$ cat src/rtl/serial_adder_pkg.sv
// Shared definitions for the bit-serial adder: FSM state encodings.
package serial_adder_pkg;

    localparam logic [1:0] ENC_IDLE  = 2'd0;
    localparam logic [1:0] ENC_SHIFT = 2'd1;
    localparam logic [1:0] ENC_DONE  = 2'd2;

    // 2'd3 is unused and recovers to IDLE in the controller.
    typedef enum logic [1:0] {
        IDLE  = ENC_IDLE,
        SHIFT = ENC_SHIFT,
        DONE  = ENC_DONE
    } state_e;

endpackage

$ cat src/rtl/serial_adder_fa_bit.sv
// Combinational 1-bit full adder built from two half-adder stages.
module fa_bit (
    input  logic a,
    input  logic b,
    input  logic c,
    output logic sum,
    output logic carry
);
    logic ha1_s;
    logic ha1_c;
    logic ha2_c;

    assign ha1_s = a ^ b;
    assign ha1_c = a & b;
    assign sum   = ha1_s ^ c;
    assign ha2_c = ha1_s & c;
    assign carry = ha1_c | ha2_c;
endmodule

$ cat src/rtl/serial_adder.sv
// Bit-serial WIDTH-bit adder, LSB first, one full-adder cell plus a carry flop.
//   state | meaning
//   IDLE  | waiting for start, last result held on sum/cout
//   SHIFT | one operand bit pair added per clock
//   DONE  | result valid, done pulse, returns to IDLE
module serial_adder
    import serial_adder_pkg::*;
#(
    parameter int WIDTH = 8
) (
    input  logic             clk,
    input  logic             rst_n,
    input  logic             start,
    input  logic [WIDTH-1:0] a,
    input  logic [WIDTH-1:0] b,
    input  logic             cin,
    output logic             busy,
    output logic             done,
    output logic [WIDTH-1:0] sum,
    output logic             cout
);
    localparam int CNT_W = $clog2(WIDTH);
    localparam logic [CNT_W-1:0] LAST_CNT = CNT_W'(WIDTH - 1);

    state_e             state_q, state_d;
    logic [WIDTH-1:0]   a_sr_q, a_sr_d;
    logic [WIDTH-1:0]   b_sr_q, b_sr_d;
    logic [WIDTH-2:0]   sum_sr_q, sum_sr_d;
    logic               carry_q, carry_d;
    logic [CNT_W-1:0]   cnt_q, cnt_d;
    logic [WIDTH-1:0]   sum_q, sum_d;
    logic               cout_q, cout_d;

    logic               fa_s;
    logic               fa_c;
    logic [WIDTH-1:0]   sum_next;

    fa_bit u_fa (
        .a     (a_sr_q[0]),
        .b     (b_sr_q[0]),
        .c     (carry_q),
        .sum   (fa_s),
        .carry (fa_c)
    );

    // The new bit enters at the MSB; the final value includes the last bit.
    assign sum_next = {fa_s, sum_sr_q};

    always_comb begin
        state_d  = state_q;
        a_sr_d   = a_sr_q;
        b_sr_d   = b_sr_q;
        sum_sr_d = sum_sr_q;
        carry_d  = carry_q;
        cnt_d    = cnt_q;
        sum_d    = sum_q;
        cout_d   = cout_q;
        case (state_q)
            IDLE: begin
                if (start) begin
                    state_d = SHIFT;
                    a_sr_d  = a;
                    b_sr_d  = b;
                    carry_d = cin;
                    cnt_d   = '0;
                end
            end
            SHIFT: begin
                a_sr_d   = a_sr_q >> 1;
                b_sr_d   = b_sr_q >> 1;
                sum_sr_d = sum_next[WIDTH-1:1];
                carry_d  = fa_c;
                cnt_d    = cnt_q + CNT_W'(1);
                if (cnt_q == LAST_CNT) begin
                    state_d = DONE;
                    sum_d   = sum_next;
                    cout_d  = fa_c;
                end
            end
            DONE:    state_d = IDLE;
            default: state_d = IDLE;
        endcase
    end

    always_ff @(posedge clk or negedge rst_n) begin
        if (!rst_n) begin
            state_q  <= IDLE;
            a_sr_q   <= '0;
            b_sr_q   <= '0;
            sum_sr_q <= '0;
            carry_q  <= 1'b0;
            cnt_q    <= '0;
            sum_q    <= '0;
            cout_q   <= 1'b0;
        end else begin
            state_q  <= state_d;
            a_sr_q   <= a_sr_d;
            b_sr_q   <= b_sr_d;
            sum_sr_q <= sum_sr_d;
            carry_q  <= carry_d;
            cnt_q    <= cnt_d;
            sum_q    <= sum_d;
            cout_q   <= cout_d;
        end
    end

    assign busy = (state_q != IDLE);
    assign done = (state_q == DONE);
    assign sum  = sum_q;
    assign cout = cout_q;
endmodule

$ cat config.mk
export PLATFORM = sky130hd
export DESIGN_NAME = serial_adder
export DESIGN_NICKNAME = d
export VERILOG_FILES = /design/src/rtl/serial_adder_pkg.sv /design/src/rtl/serial_adder_fa_bit.sv /design/src/rtl/serial_adder.sv
export SDC_FILE = /design/constraint.sdc
export NUM_CORES = 1
export LEC_CHECK = 0
export CAP_MARGIN = 15
export CORE_UTILIZATION = 30
export CTS_CLUSTER_SIZE = 10
export DETAILED_ROUTE_END_ITERATION = 7
export GPL_TIMING_DRIVEN = 0
export MAX_ROUTING_LAYER = met4
export PLACE_DENSITY_LB_ADDON = 0.1
export SLEW_MARGIN = 10
export SYNTH_ARGS = -nofsm -noshare
export SYNTH_HDL_FRONTEND = slang
export SYNTH_HIERARCHICAL = 1
export SYNTH_SLANG_ARGS = --single-unit
export TNS_END_PERCENT = 5
$ cat constraint.sdc
create_clock -name clk -period 1.55 [get_ports clk]
set_input_delay 0.2325 -clock clk [delete_from_list [all_inputs] [get_ports clk]]
set_output_delay 0.2325 -clock clk [all_outputs]
set_load 0.005 [all_outputs]
# Word level (Yosys, flattened, before mapping)
# Cells that the tools add are included.
[word_totals] register_bits=38 latch_bits=0 ramBits=0 rom_bits=0 output_inout_bits=11 wordCells=36 memories=0
[classes] addsub=1 mul=0 n_div=0 order_cmp=0 eq_ne=5 n_shift=0 mux=11 bitwise=5 reduce_logical=6
[ops] op="$pmux 8 s2" n=2
[ops] op="$mux 8" n=2
[ops] op="$pmux 3 s2" n=1
[ops] op="$reduce_and 2->1" n=3
[ops] op="$mux 2" n=2
[ops] op="$ne 2x2->1 const B" n=2
[ops] op="$pmux 2 s2" n=1
[ops] op="$reduce_bool 2->1" n=2
[ops] op="$add 3x1->3 const B" n=1
[ops] op="$eq 3x3->1 const B" n=1
[ops] op="$mux 3" n=1
[ops] op="$and 1x1->1" n=2
[ops] op="$eq 2x1->1 const B" n=1
[ops] op="$eq 2x2->1 const B" n=1
[ops] op="$logic_not 2->1" n=1
[ops] op="$pmux 1 s2" n=1
[ops] op="$xor 1x1->1" n=2
[ops] op="$mux 1" n=1
[ops] op="$or 1x1->1" n=1

# Logic depth before layout (Yosys ltp)
# Gate-level depths: netlist of run 1.
[logic_depth] depth_word=4 depth_mapped=5 ltp_nobuf=5

# Cells and area by module
# Netlist of run 1, hierarchy kept.
[modules_own_cells] module="serial_adder" instances=1 cells_each=162 area_per_inst_um2=1719.1 seq_area_each_um2=950.9
[modules_own_cells] module="fa_bit" instances=1 cells_each=1 area_per_inst_um2=20.0 seq_area_each_um2=0.0

# Least setup slack after synthesis of run 1
# OpenSTA, ideal clock, no wires.
[synth_timing] path_kind="flip-flop to flip-flop" start="reg cnt_q[0]" end="reg cout_q (netlist: cout)" setup_ns=0.125 arrival_ns=1.224 t_required_ns=1.425 slack_ns=0.201 stages_incl_launch_ff=5 path_buffers=0 cell_sequence="dfrtp_1 > ha_1 > ha_1 > nand2_8 > mux2_4"
[synth_via] elab_chain_len=2
[synth_lines] item="start: declaration" line="serial_adder.sv:30" text="logic [CNT_W-1:0] cnt_q, cnt_d;"
[synth_lines] item="start signal: assignment" line="serial_adder.sv:101" text="cnt_q <= cnt_d;"
[synth_lines] item="$eq 3x3->1" line="serial_adder.sv:74" text="if (cnt_q == LAST_CNT) begin"
[synth_lines] item="$reduce_and 2->1 (no line)"
[synth_lines] item="end signal: assignment" line="serial_adder.sv:103" text="cout_q <= cout_d;"
[synth_lines] item="end: declaration" line="serial_adder.sv:32" text="logic cout_q, cout_d;"
# Every way passes these cells.
# A chain may end at the register's enable or synchronous reset.

# Worst setup path in the final report of run 1
[layout_timing] start="reg state_q[0]" end="out busy"
[layout_via] elab_chain_len=1
[layout_lines] item="start: declaration" line="serial_adder.sv:25" text="state_e state_q, state_d;"
[layout_lines] item="start signal: assignment" line="serial_adder.sv:96" text="state_q <= state_d;"
[layout_lines] item="$reduce_bool 2->1" line="serial_adder.sv:107" text="assign busy = (state_q != IDLE);"
[layout_lines] item="end: declaration" line="serial_adder.sv:17" text="output logic busy,"
# Every way passes these cells.

==> summary.md, run 1 <==
| Metric | Value |
|---|---|
| Result of the run | `completed` |
| Worst clock skew on the final layout | `roughly 6.8 ps` |
| Number of synthesized register bits | `38` |
| Most used cells in the layout excluding fill and tap cells | `dfrtp_1 (38), nor3_1 (30), clkdlybuf4s50_1 (27)` |
| Number of H-tree levels | `2` |
| Crit path to | `busy` |
| Nets | `roughly 230` |
| Via count of the routed design | `~1.4k` |
| Cell with the biggest individual delay on the critical path | `dfrtp_1` |
| Num CTS Buffers | `5` |
| Number of rows created at floorplan | `27` |
| Placeable core region | `approximately 0.0055 sq mm` |
| Crit path DAT | `between 1000 and 1500 ps` |
| Final setup violation count | `0` |
| Number of nets with antenna violations after detailed routing | `0` |
| Delay contributed by the slowest stage of the critical path | `~370 ps` |
| Overall die height | `78.1 um` |
| Biggest area contributors in the synthesized netlist | `dfrtp_1 (55%), nor3_1 (9.5%), mux2_4 (7.8%)` |
| Mean number of vias per cell | `5.02` |
| Kind of path behind the tightest hold check | `in -> async` |
| Cell type contributing the most total cell area after synthesis | `dfrtp_1` |
| Yosys warns | `6` |
| Critical Setup Path Class | `reg -> out` |
| Total number of cells along the worst setup path | `3` |
| Mapped Nets | `186` |
| Power density over the cells | `about 1800 mW/mm^2` |
| Largest net degree at the start of global routing | `27` |
| Via count of the first global-routing pass | `roughly 1.4k` |
| TritonCTS clock tree | `built` |
| CP cell instances | `buf_6 > or2_2 > clkdlybuf4s15_1` |
| Seq/Total Area, Yosys | `a little over half` |
| Final RePlAce weighted congestion | `0.814` |
| Overall die area | `a little over 0.006 sq mm` |
| Cell leakage power | `about 0.0010 uW` |
| Final wirelength | `roughly 4000 um` |
| Clock transition time at the flip-flop clock pins of the worst setup and hold paths | `70 ps` |
| Final antenna diode count | `0` |
| First-pass GRT wire length | `6730 um` |
| Antenna violations before repair | `0` |
| Remaining global-route overflow | `0` |
| Placed wire-length estimate | `approximately 2800 um` |
| Root buffer cell | `clkbuf_8` |
| Worst Tran Pin Value | `561 ps` |
| CTS sink count | `38` |
| Worst Path Required | `roughly 1300 ps` |
| Die extent in x | `78.1 um` |
| Largest buffer count on any clock path | `2` |
| Gate count after technology mapping | `163` |
| Footprint of the multi-input gates | `731 sq um` |
| Count of unique library cells instantiated by Yosys | `23` |
| Highest clock frequency the design can meet | `0.649 GHz` |
| Relative slew margins | `62.6%` |
| Relative area change from synthesis to final layout | `31.4%` |
| Num ports | `31` |
| Cell area after synthesis | `0.00174 sq mm` |
| Proportion of netlist area held by the largest area contributor | `54.7%` |
| Number of violations of the max-capacitance limit | `0` |
| End-of-flow core utilization | `41.3%` |
| Sort of element at the end of the critical path | `output pin` |
| VDD IR max | `between 0.5 and 0.6 mV` |
| Share of cells above drive strength 1 | `16.9%` |
| Worst Path Buf+Inv | `2` |
| Reg-to-reg critical path startpoint | `state_q[1]$_DFFE_PN0P_` |
| Flop-to-flop setup slack | `roughly 80 ps` |
| Setup repair after global routing missed its margin | `yes` |
| Worst-skew pair later-pin latency | `between 200 and 300 ps` |
| FF/Latch Area | `951 sq um` |
| Routed wirelength normalized by instance count | `14.6 um` |
| Fill cell count | `546` |
| CP startpoint kind | `flip-flop` |
| Avg Cell Area, Syn | `10.7 sq um` |
| CP startpoint | `state_q[0]$_DFFE_PN0P_` |
| Number of buffers added on ports | `30` |
| Final TNS setup | `0 ps` |
| 1st-pass router iterations | `4` |
| Number of failing hold endpoints at the final stage | `0` |
| Final Max Slew Viols | `0` |
| Number of DRC markers in iteration 0 | `57` |
| Total Routing Usage GR | `14.8%` |
| Peak fanout along the critical path | `17` |
| Cell depth of the worst flop-to-flop path | `6` |
| Crit path time final | `1540 ps` |
| Starting utilization of the core area | `31.4%` |
| Final critical-path share of the clock period | `between 90 and 100%` |
| Worst reg2reg endpoint | `sum[5]$_DFFE_PN0P_` |
| Post-route DRC violation count | `0` |
| Largest delay contributor family on the critical path | `flip-flops` |
| Leading cell type in the layout, fill and taps excluded | `dfrtp_1` |
[layer usage]
| layer | part of all wire, % | up-vias | track usage (%) | wire [um] |
|---|---|---|---|---|
| li1 | - | 651 | - | - |
| met1 | 46 | 669 | 17.9 | 1840 |
| met2 | 47 | 41 | 23.2 | 1880 |
| met3 | 4.3 | 9 | 3.84 | 170 |
| met4 | 2.3 | 0 | 6.67 | 91 |
| met5 | 0 | - | - | 0 |
[kinds of logic after synthesis]
kind of cell	after synthesis	synth area share, %
flops	38	54.7
mux	10	8.35
compound gates	27	10.1
simple gates	71	19.9
fa+ha+maj	3	2.59
buf+inv	14	4.32
[registers in the layout, indices dropped and copies added (netlist names)]
signal	flops
a_sr_q	8
b_sr_q	8
sum	8
sum_sr_q	7
cnt_q	3
state_q	2
carry_q	1
cout	1
[repair_timing]
| item | in CTS | in global routing |
|---|---|---|
| setup buffers | 2 | 0 |
| endpoints found under the setup margin | 2 | 11 |
| endpoints found under the hold margin | 12 | 0 |
| hold buffers | 1 | 0 |
| resized for setup | 8 | 6 |
[metrics by stage]
step / worst slack [ps] / cells / hold slack, ps / power [uW] / area, sq um
after floorplan: 201 / 163 / -63.1 / 2880 / 1740
after global placement: -690 / 265 / 460 / 3440 / 2130
after detailed placement: -259 / 266 / 148 / 3520 / 2140
after CTS: -6.53 / 273 / 391 / 4230 / 2260
after global routing: -40.5 / 273 / 406 / 4540 / 2290
final: 9.99 / 273 / 379 / 4200 / 2290
[report_power, final]
group          leakage, uW  internal (uW)  switching, uW
combinational     0.000503            936            815
sequential        0.000461           1450            321
clock            0.0000431            343            325
[cells in the mapped netlist]
master,instances
o32ai_1,4
fa_1,1
o22ai_1,15
clkbuf_1,4
a22o_1,2
nor2b_4,1
ha_1,2
inv_1,2
nor2_1,7
nand2_8,1
nand2b_1,2
nor2b_1,1
o21ai_0,6
mux2_4,9
nand2_1,24
or2_2,2
dfrtp_1,38
clkinv_1,1
nor3_1,33
mux2i_1,1
buf_2,3
buf_4,3
buf_6,1
[area by class of cell]
class | count | area share, %
buffer | 9 | 3.01
clock buffer | 6 | 3.61
inverter | 3 | 1.04
multi-input combinational | 111 | 32.0
sequential | 38 | 41.6
tap | 72 | 3.94
timing repair buffer | 34 | 14.8
[how the worst min path moves through the flow]
| stage | startpoint | to | cells after the start |
|---|---|---|---|
| global route | rst_n | sum[1]$_DFFE_PN0P_ | 2 |
| finish | rst_n | sum_sr_q[0]$_DFFE_PN0P_ | 2 |
| floorplan | rst_n | a_sr_q[0]$_DFFE_PN0P_ | 0 |
| CTS | rst_n | sum_sr_q[0]$_DFFE_PN0P_ | 2 |
| detailed placement | rst_n | sum[1]$_DFFE_PN0P_ | 1 |
| global placement | sum_sr_q[0]$_DFFE_PN0P_ | sum_sr_q[0]$_DFFE_PN0P_ | 2 |
Note: power is estimated with default switching activity, not from simulation.
==> inputs of run 2 (changes only) <==
- clock period: 1.55 -> 1.5 ns (I/O delays scaled with it)
==> run 2 against run 1 <==
Compared with the run above: sequential power is 3% higher; clock power is 3% higher; global-route usage is 0.33 points higher; largest power group is now combinational logic; worst hold slack worse by 7.7 ps; combinational power is 8% higher; first-iteration DRC count is 1.8% higher; final cell count is 1.5% higher; critical endpoint is now sum[5]$_DFFE_PN0P_; critical path type is now reg -> reg; critical path depth is 3 higher.
==> summary.md, run 2 (synthesis gave the netlist of run 1 again) <==
| Metric | Value |
|---|---|
| Overall die area | `0.00611 sq mm (unchanged)` |
| Area after DPL | `0.00214 sq mm (unchanged)` |
| Final antenna diode count | `0 (unchanged)` |
| Root buffer cell | `clkbuf_8` |
| Worst Path Required | `1670 ps (+350 ps)` |
| Remaining global-route overflow | `0 (unchanged)` |
| Crit path DAT | `1610 ps (+300 ps)` |
| Number of H-tree levels | `2 (unchanged)` |
| Total Routing Usage GR | `15.1% (+0.33 points)` |
| Peak fanout along the critical path | `10 (-7)` |
| Worst Path Buf+Inv | `3 (+1)` |
| Setup repair after global routing missed its margin | `yes` |
| Mean number of vias per cell | `5.02 (about the same)` |
| Cell with the most instances on the worst path | `buf_6` |
| CP startpoint kind | `flip-flop` |
| Starting utilization of the core area | `31.4% (unchanged)` |
| Crit path time final | `1430 ps` |
| Via count of the routed design | `1391 (+1.5%)` |
| 1st-pass router iterations | `4 (unchanged)` |
| Cell with the biggest individual delay on the critical path | `dfrtp_1` |
| Final setup violation count | `0 (unchanged)` |
| Number of DRC markers in iteration 0 | `58 (+1.8%)` |
| Worst Tran Pin Value | `476 ps (-85.1 ps)` |
| Share of cells above drive strength 1 | `21.0% (+4.1 points)` |
| Net load switching power | `1520 uW (+4.0%)` |
| Reg-to-reg critical path startpoint | `state_q[0]$_DFFE_PN0P_` |
| TritonCTS clock tree | `built` |
| Gate power share | `42.9% (+1.2 points)` |
| Cell leakage power | `0.00103 uW (+2.3%)` |
| Final Max Slew Viols | `0 (unchanged)` |
| Final RePlAce weighted congestion | `0.814 (unchanged)` |
| Final critical-path share of the clock period | `95.5%` |
| Clock network fraction of total power | `15.6% (-0.3 points)` |
| Result of the run | `completed` |
| Placed wire-length estimate | `2790 um (unchanged)` |
| Number of violations of the max-capacitance limit | `0 (unchanged)` |
| Power density over the cells | `1890 mW/mm^2 (+3.2%)` |
| Routed wirelength normalized by instance count | `14.6 um (+0.19%)` |
| Sort of element at the end of the critical path | `flip-flop` |
| Nets | `229 (+1.8%)` |
| Kind of path behind the tightest hold check | `in -> async` |
| CP startpoint | `state_q[0]$_DFFE_PN0P_` |
| Relative slew margins | `68.3% (+5.7 points)` |
| Post-route DRC violation count | `0 (unchanged)` |
| CP cell instances | `buf_6 > buf_6 > nor2b_4 > buf_8 > nand2_8 > mux2_4` |
| Num ports | `31 (unchanged)` |
| Fraction of power spent switching nets | `34.4% (-0.38 points)` |
| Die extent in x | `78.1 um (unchanged)` |
| Delay contributed by the slowest stage of the critical path | `370 ps (about the same)` |
| Num CTS Buffers | `5 (unchanged)` |
| Final Non-Filler Cells | `277 (+1.5%)` |
| Largest delay contributor family on the critical path | `buffers and inverters` |
| Number of buffers added on ports | `30 (unchanged)` |
| Highest clock frequency the design can meet | `0.698 GHz` |
| Internal power contribution | `2890 uW (+5.7%)` |
| Sequential fraction of design power | `41.6% (-0.7 points)` |
| Via count of the first global-routing pass | `1435 (+0.84%)` |
| Largest buffer count on any clock path | `2 (unchanged)` |
| Antenna violations before repair | `0 (unchanged)` |
| Critical Setup Path Class | `reg -> reg` |
| Worst-skew pair later-pin latency | `280 ps (about the same)` |
| VDD IR max | `0.631 mV (+5.5%)` |
| Placeable core region | `0.00554 sq mm (unchanged)` |
| Number of failing hold endpoints at the final stage | `0 (unchanged)` |
| Final design instance area without fill | `0.00233 sq mm (+1.9%)` |
| Clock transition time at the flip-flop clock pins of the worst setup and hold paths | `70 ps (about the same)` |
| Worst clock skew on the final layout | `4.73 ps (-2.03 ps)` |
| End-of-flow core utilization | `42.0% (+0.77 points)` |
| Largest net degree at the start of global routing | `27 (unchanged)` |
| Instance count after placement with tap cells included | `266 (unchanged)` |
| Most used cells in the layout excluding fill and tap cells | `dfrtp_1 (38), nor3_1 (30), clkdlybuf4s50_1 (27)` |
| Final wirelength | `4060 um (+1.7%)` |
| Overall die height | `78.1 um (unchanged)` |
| Leading cell type in the layout, fill and taps excluded | `dfrtp_1` |
| Number of rows created at floorplan | `27 (unchanged)` |
| Number of nets with antenna violations after detailed routing | `0 (unchanged)` |
| CTS sink count | `38 (unchanged)` |
| First-pass GRT wire length | `6860 um (+1.9%)` |
| Relative area change from synthesis to final layout | `33.9%` |
[run 2: cell types whose count changed in the layout (fill, tap and decap cells not counted), sizes merged]
cell	change
dlygate4sd2	-1
clkbuf	+1
clkdlybuf4s15	-1
buf	+5
[run 2: repair_timing]
action | CTS | global route
pin swaps | 0 | 0
setup buffers | 5 | 0
hold buffers | 1 | 0
endpoints found under the setup margin | 2 | 23
hold endpoints to repair | 12 | 0
resized for setup | 12 | 17
[run 2: path summary, 6_finish.rpt]
| kind | to | slack [ps] | depth (start not counted) |
|---|---|---|---|
| min | sum_sr_q[0]$_DFFE_PN0P_ | 370 | 2 |
| max | sum[5]$_DFFE_PN0P_ | 70 | 6 |
| min reg2reg | sum_sr_q[0]$_DFFE_PN0P_ | 480 | 2 |
| max reg2reg | sum[5]$_DFFE_PN0P_ | 70 | 6 |
| max in group asynchronous | state_q[0]$_DFFE_PN0P_ | 680 | 3 |
| min in group clk | sum_sr_q[0]$_DFFE_PN0P_ | 480 | 2 |
[run 2: per-stage QoR]
step / TNS, ps / setup slack [ps] / hold slack (ps) / total power, uW
after floorplan: 0 / 151 / -70.6 / 2970
after CTS: -0.00455 / -0.00455 / 383 / 4420
after global routing: -129 / -35.2 / 399 / 4780
after detailed placement: -2440 / -301 / 141 / 3640
after global placement: -29710 / -732 / 460 / 3560
final: 0 / 67.5 / 371 / 4410
[run 2: area by class of cell]
type	instances	area [sq um]
Fill cell	544	3210
Sequential cell	38	951
Multi-Input combinational cell	111	738
Timing Repair Buffer	37	360
Buffer	10	90.1
Tap cell	72	90.1
Clock buffer	6	82.6
Inverter	3	16.3
[run 2: per-layer routing]
layer	global-route usage, %	wire (um)	share of wire, %
met1	18.3	1850	46
met5	-	0	0
met3	3.84	181	4.5
met2	23.8	1960	48
met4	6.67	62	1.5
[run 2: power groups by stage]
stage	logic, uW	registers [uW]	clock network [uW]
6_report	1890	1830	687
5_1_grt	2120	1900	768
4_1_cts	1870	1840	719
3_5_place_dp	1780	1850	0
3_3_place_gp	1730	1830	0
2_1_floorplan	1190	1780	0
